### src/rtl/fifo_read_ctrl.sv
`timescale 1ns/1ps
// fifo_read_ctrl
// Read-side controller for a synchronous FIFO. It issues FIFO reads (REN),
// captures the returned words into a small output buffer and presents them
// downstream on a valid/ready handshake. It also counts delivered frames.
//
// Ports
//   RCLK      : clock, shared with the FIFO read clock
//   RS_N      : asynchronous active-low reset
//   ENABLE    : 1 permits new FIFO reads
//   EF, PAE   : FIFO empty / partial-empty flags (both lag reads by 2 edges)
//   Q[8:0]    : FIFO read data, bit 8 = end-of-frame
//   REN       : active-low FIFO read enable (registered, drives REN1/REN2)
//   OE        : FIFO output enable (registered)
//   M_DATA/M_LAST/M_VALID/M_READY : downstream stream handshake
//   FRAME_CNT : number of frames delivered downstream (wraps)
module fifo_read_ctrl #(
  parameter int BUF_DEPTH = 4
) (
  input  logic       RCLK,
  input  logic       RS_N,
  input  logic       ENABLE,
  input  logic       EF,
  input  logic       PAE,
  input  logic [8:0] Q,
  output logic       REN,
  output logic       OE,
  output logic [7:0] M_DATA,
  output logic       M_LAST,
  output logic       M_VALID,
  input  logic       M_READY,
  output logic [15:0] FRAME_CNT
);

  localparam int AW = $clog2(BUF_DEPTH);
  localparam int CW = AW + 1;
  localparam logic [CW:0] DEPTH_W = BUF_DEPTH[CW:0];

  typedef enum logic [2:0] {IDLE, BURST, STEP, WAIT1, WAIT2} state_t;

  state_t          state;
  logic            rd_vld_p0;
  logic [8:0]      buf_mem [BUF_DEPTH];
  logic [AW-1:0]   wr_ptr;
  logic [AW-1:0]   rd_ptr;
  logic [CW-1:0]   occ;
  logic [1:0]      inflight;
  logic [CW:0]     need;
  logic [8:0]      head;
  logic            push;
  logic            pop;
  logic            can_read;

  assign head    = buf_mem[rd_ptr];
  assign M_VALID = (occ != '0);
  // Data outputs are forced to zero while the buffer is empty so that reset
  // clears them without having to reset the storage array.
  assign M_DATA  = M_VALID ? head[7:0] : 8'h00;
  assign M_LAST  = M_VALID & head[8];

  assign push = rd_vld_p0;
  assign pop  = M_VALID & M_READY;

  // Reads committed but not yet in the buffer: one for the current REN=0
  // cycle (read happens at the coming edge) and one whose data is on Q now.
  assign inflight = {1'b0, ~REN} + {1'b0, rd_vld_p0};

  // Worst-case occupancy if one more read is issued, crediting this cycle's pop.
  assign need = {1'b0, occ} - {{CW{1'b0}}, pop}
              + {{(CW-1){1'b0}}, inflight} + {{CW{1'b0}}, 1'b1};

  assign can_read = OE & ENABLE & ~EF & (need <= DEPTH_W);

  // Stage p0: a read sampled at the previous edge; its word is on Q now.
  always_ff @(posedge RCLK or negedge RS_N) begin
    if (!RS_N) begin
      state     <= IDLE;
      REN       <= 1'b1;
      OE        <= 1'b0;
      rd_vld_p0 <= 1'b0;
      occ       <= '0;
      wr_ptr    <= '0;
      rd_ptr    <= '0;
      FRAME_CNT <= 16'h0000;
    end else begin
      OE        <= 1'b1;
      rd_vld_p0 <= ~REN & ~EF;

      if (push) wr_ptr <= wr_ptr + 1'b1;
      if (pop)  rd_ptr <= rd_ptr + 1'b1;
      occ <= occ + {{AW{1'b0}}, push} - {{AW{1'b0}}, pop};

      if (pop && M_LAST) FRAME_CNT <= FRAME_CNT + 16'd1;

      // EF/PAE lag reads by two edges, so every read run is followed by at
      // least two REN-high cycles (WAIT1, WAIT2) before the flags are trusted.
      case (state)
        IDLE: begin
          if (can_read) begin
            REN   <= 1'b0;
            state <= PAE ? STEP : BURST;
          end else begin
            REN   <= 1'b1;
          end
        end
        BURST: begin
          if (can_read && !PAE) begin
            REN   <= 1'b0;
          end else begin
            REN   <= 1'b1;
            state <= WAIT1;
          end
        end
        STEP: begin
          REN   <= 1'b1;
          state <= WAIT1;
        end
        WAIT1: begin
          REN   <= 1'b1;
          state <= WAIT2;
        end
        WAIT2: begin
          REN   <= 1'b1;
          state <= IDLE;
        end
        default: begin
          REN   <= 1'b1;
          state <= IDLE;
        end
      endcase
    end
  end

  // Stage p1: word captured into the output buffer.
  always_ff @(posedge RCLK) begin
    if (push) buf_mem[wr_ptr] <= Q;
  end

endmodule

### config.mk
export PLATFORM = sky130hd
export DESIGN_NAME = fifo_read_ctrl
export DESIGN_NICKNAME = d
export VERILOG_FILES = /design/src/rtl/fifo_read_ctrl.sv
export SDC_FILE = /design/constraint.sdc
export NUM_CORES = 1
export LEC_CHECK = 0
export CELL_PAD_IN_SITES_DETAIL_PLACEMENT = 1
export CELL_PAD_IN_SITES_GLOBAL_PLACEMENT = 2
export CORE_MARGIN = 4
export CORE_UTILIZATION = 41
export DETAILED_ROUTE_END_ITERATION = 10
export DONT_BUFFER_PORTS = 1
export PLACE_DENSITY = 0.81
export SETUP_SLACK_MARGIN = 0.1
export SYNTH_ARGS = -nofsm -noshare
export SYNTH_HDL_FRONTEND = slang
export SYNTH_SLANG_ARGS = --single-unit
### constraint.sdc
create_clock -name RCLK -period 8.49 [get_ports RCLK]
set_input_delay 1.2735 -clock RCLK [delete_from_list [all_inputs] [get_ports RCLK]]
set_output_delay 1.2735 -clock RCLK [all_outputs]
set_load 0.05 [all_outputs]
==> out/results.tsv <==
stage	metric	value	unit
placed_design	Buffers on Ports	0	
cts	post-CTS setup buffer count	0	
setup_path	crit-path max cell delay	0.79	ns
routing	DR vias	1474	
placed_design	post-detail-place hpwl	3770	um
global_route	vias in the first global route	1709	
routing	wire per inst	18.9	um
yosys	syn_nets	212	
power	Tot Pwr	1.07	mW
setup_path	slowest stage cell, crit path	nor2b_1	
cts	clk buf depth	2	
sta	Tmin final	3.68	ns
sta	Slew HR	0.344	
die	Die H	91.1	um
setup_path	terminus of the critical flop-to-flop path	state[1]	
die	Die Area	8290	sq um
min_path	Hold Path Origin	state[2]	
finish	Layout area overhead	9.11	%
die	initial core utilization	0.419	
sta	Hold Vio Cnt, Final	0	
setup_path	worst-path fanout max	12	
setup_path	Reg2Reg Depth	9	
sta	RSZ-0062 raised after global routing	no	
cts	CTS Buf Count	9	
setup_path	kind of critical path	reg2out	
global_route	GR Overflow Total	0	
routing	Detailed Route Iter0 Violations	55	
placed_design	GP Congestion	0.721	
finish	Design Area, Final	3090	sq um
power	worst vdd ir	0.150	mV
routing	drc violations	0	
setup_path	CP Capture Type	output pin	
setup_path	r2r setup slk	5.25	ns
yosys	Cell Area, Synth	2830	sq um
setup_path	Data required, critical path	7.22	ns
finish	share of post-route cells with drive strength above 1	0.137	
sta	Slew Viols, Final	0	
finish	Antenna diodes	0	
global_route	initial antenna violation count	0	
power	Power per Cell Area	346	nW/um^2
sta	setup violators final	0	
yosys	register area share after synthesis	0.639	
setup_path	Worst R2R Start	occ[1]	
outcome	status	finished clean	
cts	clk slew on worst S/H paths	0.07	ns
cts	H-tree Lvls	3	
sta	Final Skew	0.00977	ns
die	Die Wd	91.1	um
global_route	first-pass GRT wire length	8940	um
sta	Tightest Pin Transition	0.982	ns
yosys	synth unique cells	34	
cts	latest clock arrival within the worst-skew pair	0.33	ns
yosys	main area contributors after synthesis	edfxtp_1 38%, dfrtp_1 25%, mux4_2 7.2%	
routing	remaining antenna violation count	0	
yosys	Mapped Cells	185	
min_path	Hold EP	state[2]	
setup_path	CP Cell Sequence	mux4_2 -> nor2b_1	
finish	final net count	219	
cts	CTS resizes	0	
sta	setup_tns	0	ns
routing	Routed WL	5240	um
global_route	GRT Total Usage	0.139	
setup_path	Worst Setup Start Kind	flip-flop	
sta	fraction of the cycle the final worst path needs	0.434	
sta	fmax	271	MHz
min_path	WHS Path Cells	1	
cts	TritonCTS Sinks	65	
routing	First-pass DRT Iterations	4	
die	std cell rows	30	
die	Core ar.	6760	sq um
yosys	top cell type's share of synthesized area	0.382	
finish	commonest non-fill, non-tap cell in the layout	edfxtp_1	
global_route	largest net degree at the start of global routing	30	
finish	commonest non-fill, non-tap cells in the layout	36 x edfxtp_1, 28 x dfrtp_1, 17 x xnor2_1	
routing	Via-to-Cell Ratio	5.32	
finish	Fillers	680	
yosys	Synth warnings	0	
die	IO Pins	43	
min_path	hold crit path type	reg2reg	
cts	TritonCTS clock tree	built	
flow_run	Max-Cap Viols	0	
power	Pleak	1.18	nW
cts	CTS Root Cell	clkbuf_8	
yosys	post-synthesis average cell area	15.3	sq um
yosys	Seq cells post-synth	65	
setup_path	crit path DAT	2.41	ns
placed_design	placed instance area	2900	sq um
yosys	cell taking the most area after synthesis	edfxtp_1	
cts	CTS Hold Bufs	0	
-- sequential cells by signal (all words and copies together) (netlist names) --
name       count
OE             1
push           1
buf_mem       36
wr_ptr         2
state          3
FRAME_CNT     16
occ            3
rd_ptr         2
REN            1
-- cells by family after synthesis --
family,share of synthesized area
compound gates,0.0301
xor+xnor,0.0619
fa+ha+maj,0.0610
buf+inv,0.0265
flops,0.639
mux,0.0756
other cells,0.00133
simple gates,0.104
-- layout make-up --
class / instances / area (sq um) / area share
multi-input combinational: 104 / 946 / 0.306
sequential: 65 / 1810 / 0.586
clock inverter: 2 / 10.0 / 0.00324
tap: 80 / 100 / 0.0324
clock buffer: 14 / 174 / 0.0563
timing repair buffer: 1 / 7.51 / 0.00243
inverter: 11 / 41.3 / 0.0134
-- stage by stage --
| step | cells | worst slack [ns] | hold slack [ns] | util |
|---|---|---|---|---|
| global route | 277 | 4.62 | 0.489 | 0.457 |
| CTS | 277 | 4.73 | 0.469 | 0.457 |
| floorplan | 185 | 4.89 | 0.424 | - |
| detailed placement | 261 | 4.60 | 0.458 | 0.430 |
| finish | 277 | 4.81 | 0.464 | 0.457 |
| global placement | 261 | 4.74 | 0.435 | 0.430 |
-- report_power, final --
part | total [mW] | switching [mW] | internal (mW)
sequential | 0.493 | 0.118 | 0.375
clock | 0.240 | 0.109 | 0.131
combinational | 0.336 | 0.214 | 0.122
-- how the worst max path moves through the flow --
stage	slack, ns	from	cells after the start	to
5_1_grt	4.62	rd_ptr[0]	2	M_LAST
3_3_place_gp	4.74	M_READY	9	state[1]
3_5_place_dp	4.60	M_READY	9	state[1]
6_report	4.81	rd_ptr[0]	2	M_LAST
2_1_floorplan	4.89	M_READY	10	state[1]
4_1_cts	4.73	rd_ptr[0]	2	M_LAST
-- layer usage --
metal	up-vias	global-route usage	routed length (um)
met5	-	0	0
met2	30	0.244	2860
met3	6	0.0514	264
met4	0	0.0490	44
li1	681	-	-
met1	757	0.155	2070
-- synth_stat cells --
cell type / number
edfxtp_1: 36
dfrtp_1: 28
xnor2_1: 17
inv_1: 11
ha_1: 9
mux4_2: 9
nor2b_1: 9
and2_1: 7
nand2_1: 7
nand3_1: 7
buf_4: 4
nand4_1: 4
and3_1: 3
and4_1: 3
fa_1: 3
nor2_1: 3
o31a_1: 3
xor2_1: 3
a21oi_1: 2
nor3_1: 2
o21ai_0: 2
a211oi_1: 1
a21boi_0: 1
and3_4: 1
and4bb_2: 1
clkbuf_1: 1
conb_1: 1
dfstp_2: 1
mux2_1: 1
nand2_4: 1
nor3b_1: 1
o2111ai_1: 1
o21a_1: 1
o21bai_1: 1
-- worst max-delay path, delay by kind of cell, from the launching register on --
kind | cells | cell delay, ns
flops | 1 | 0.75
mux | 1 | 0.54
simple gates | 1 | 0.79
(Power assumes the default switching activity.)
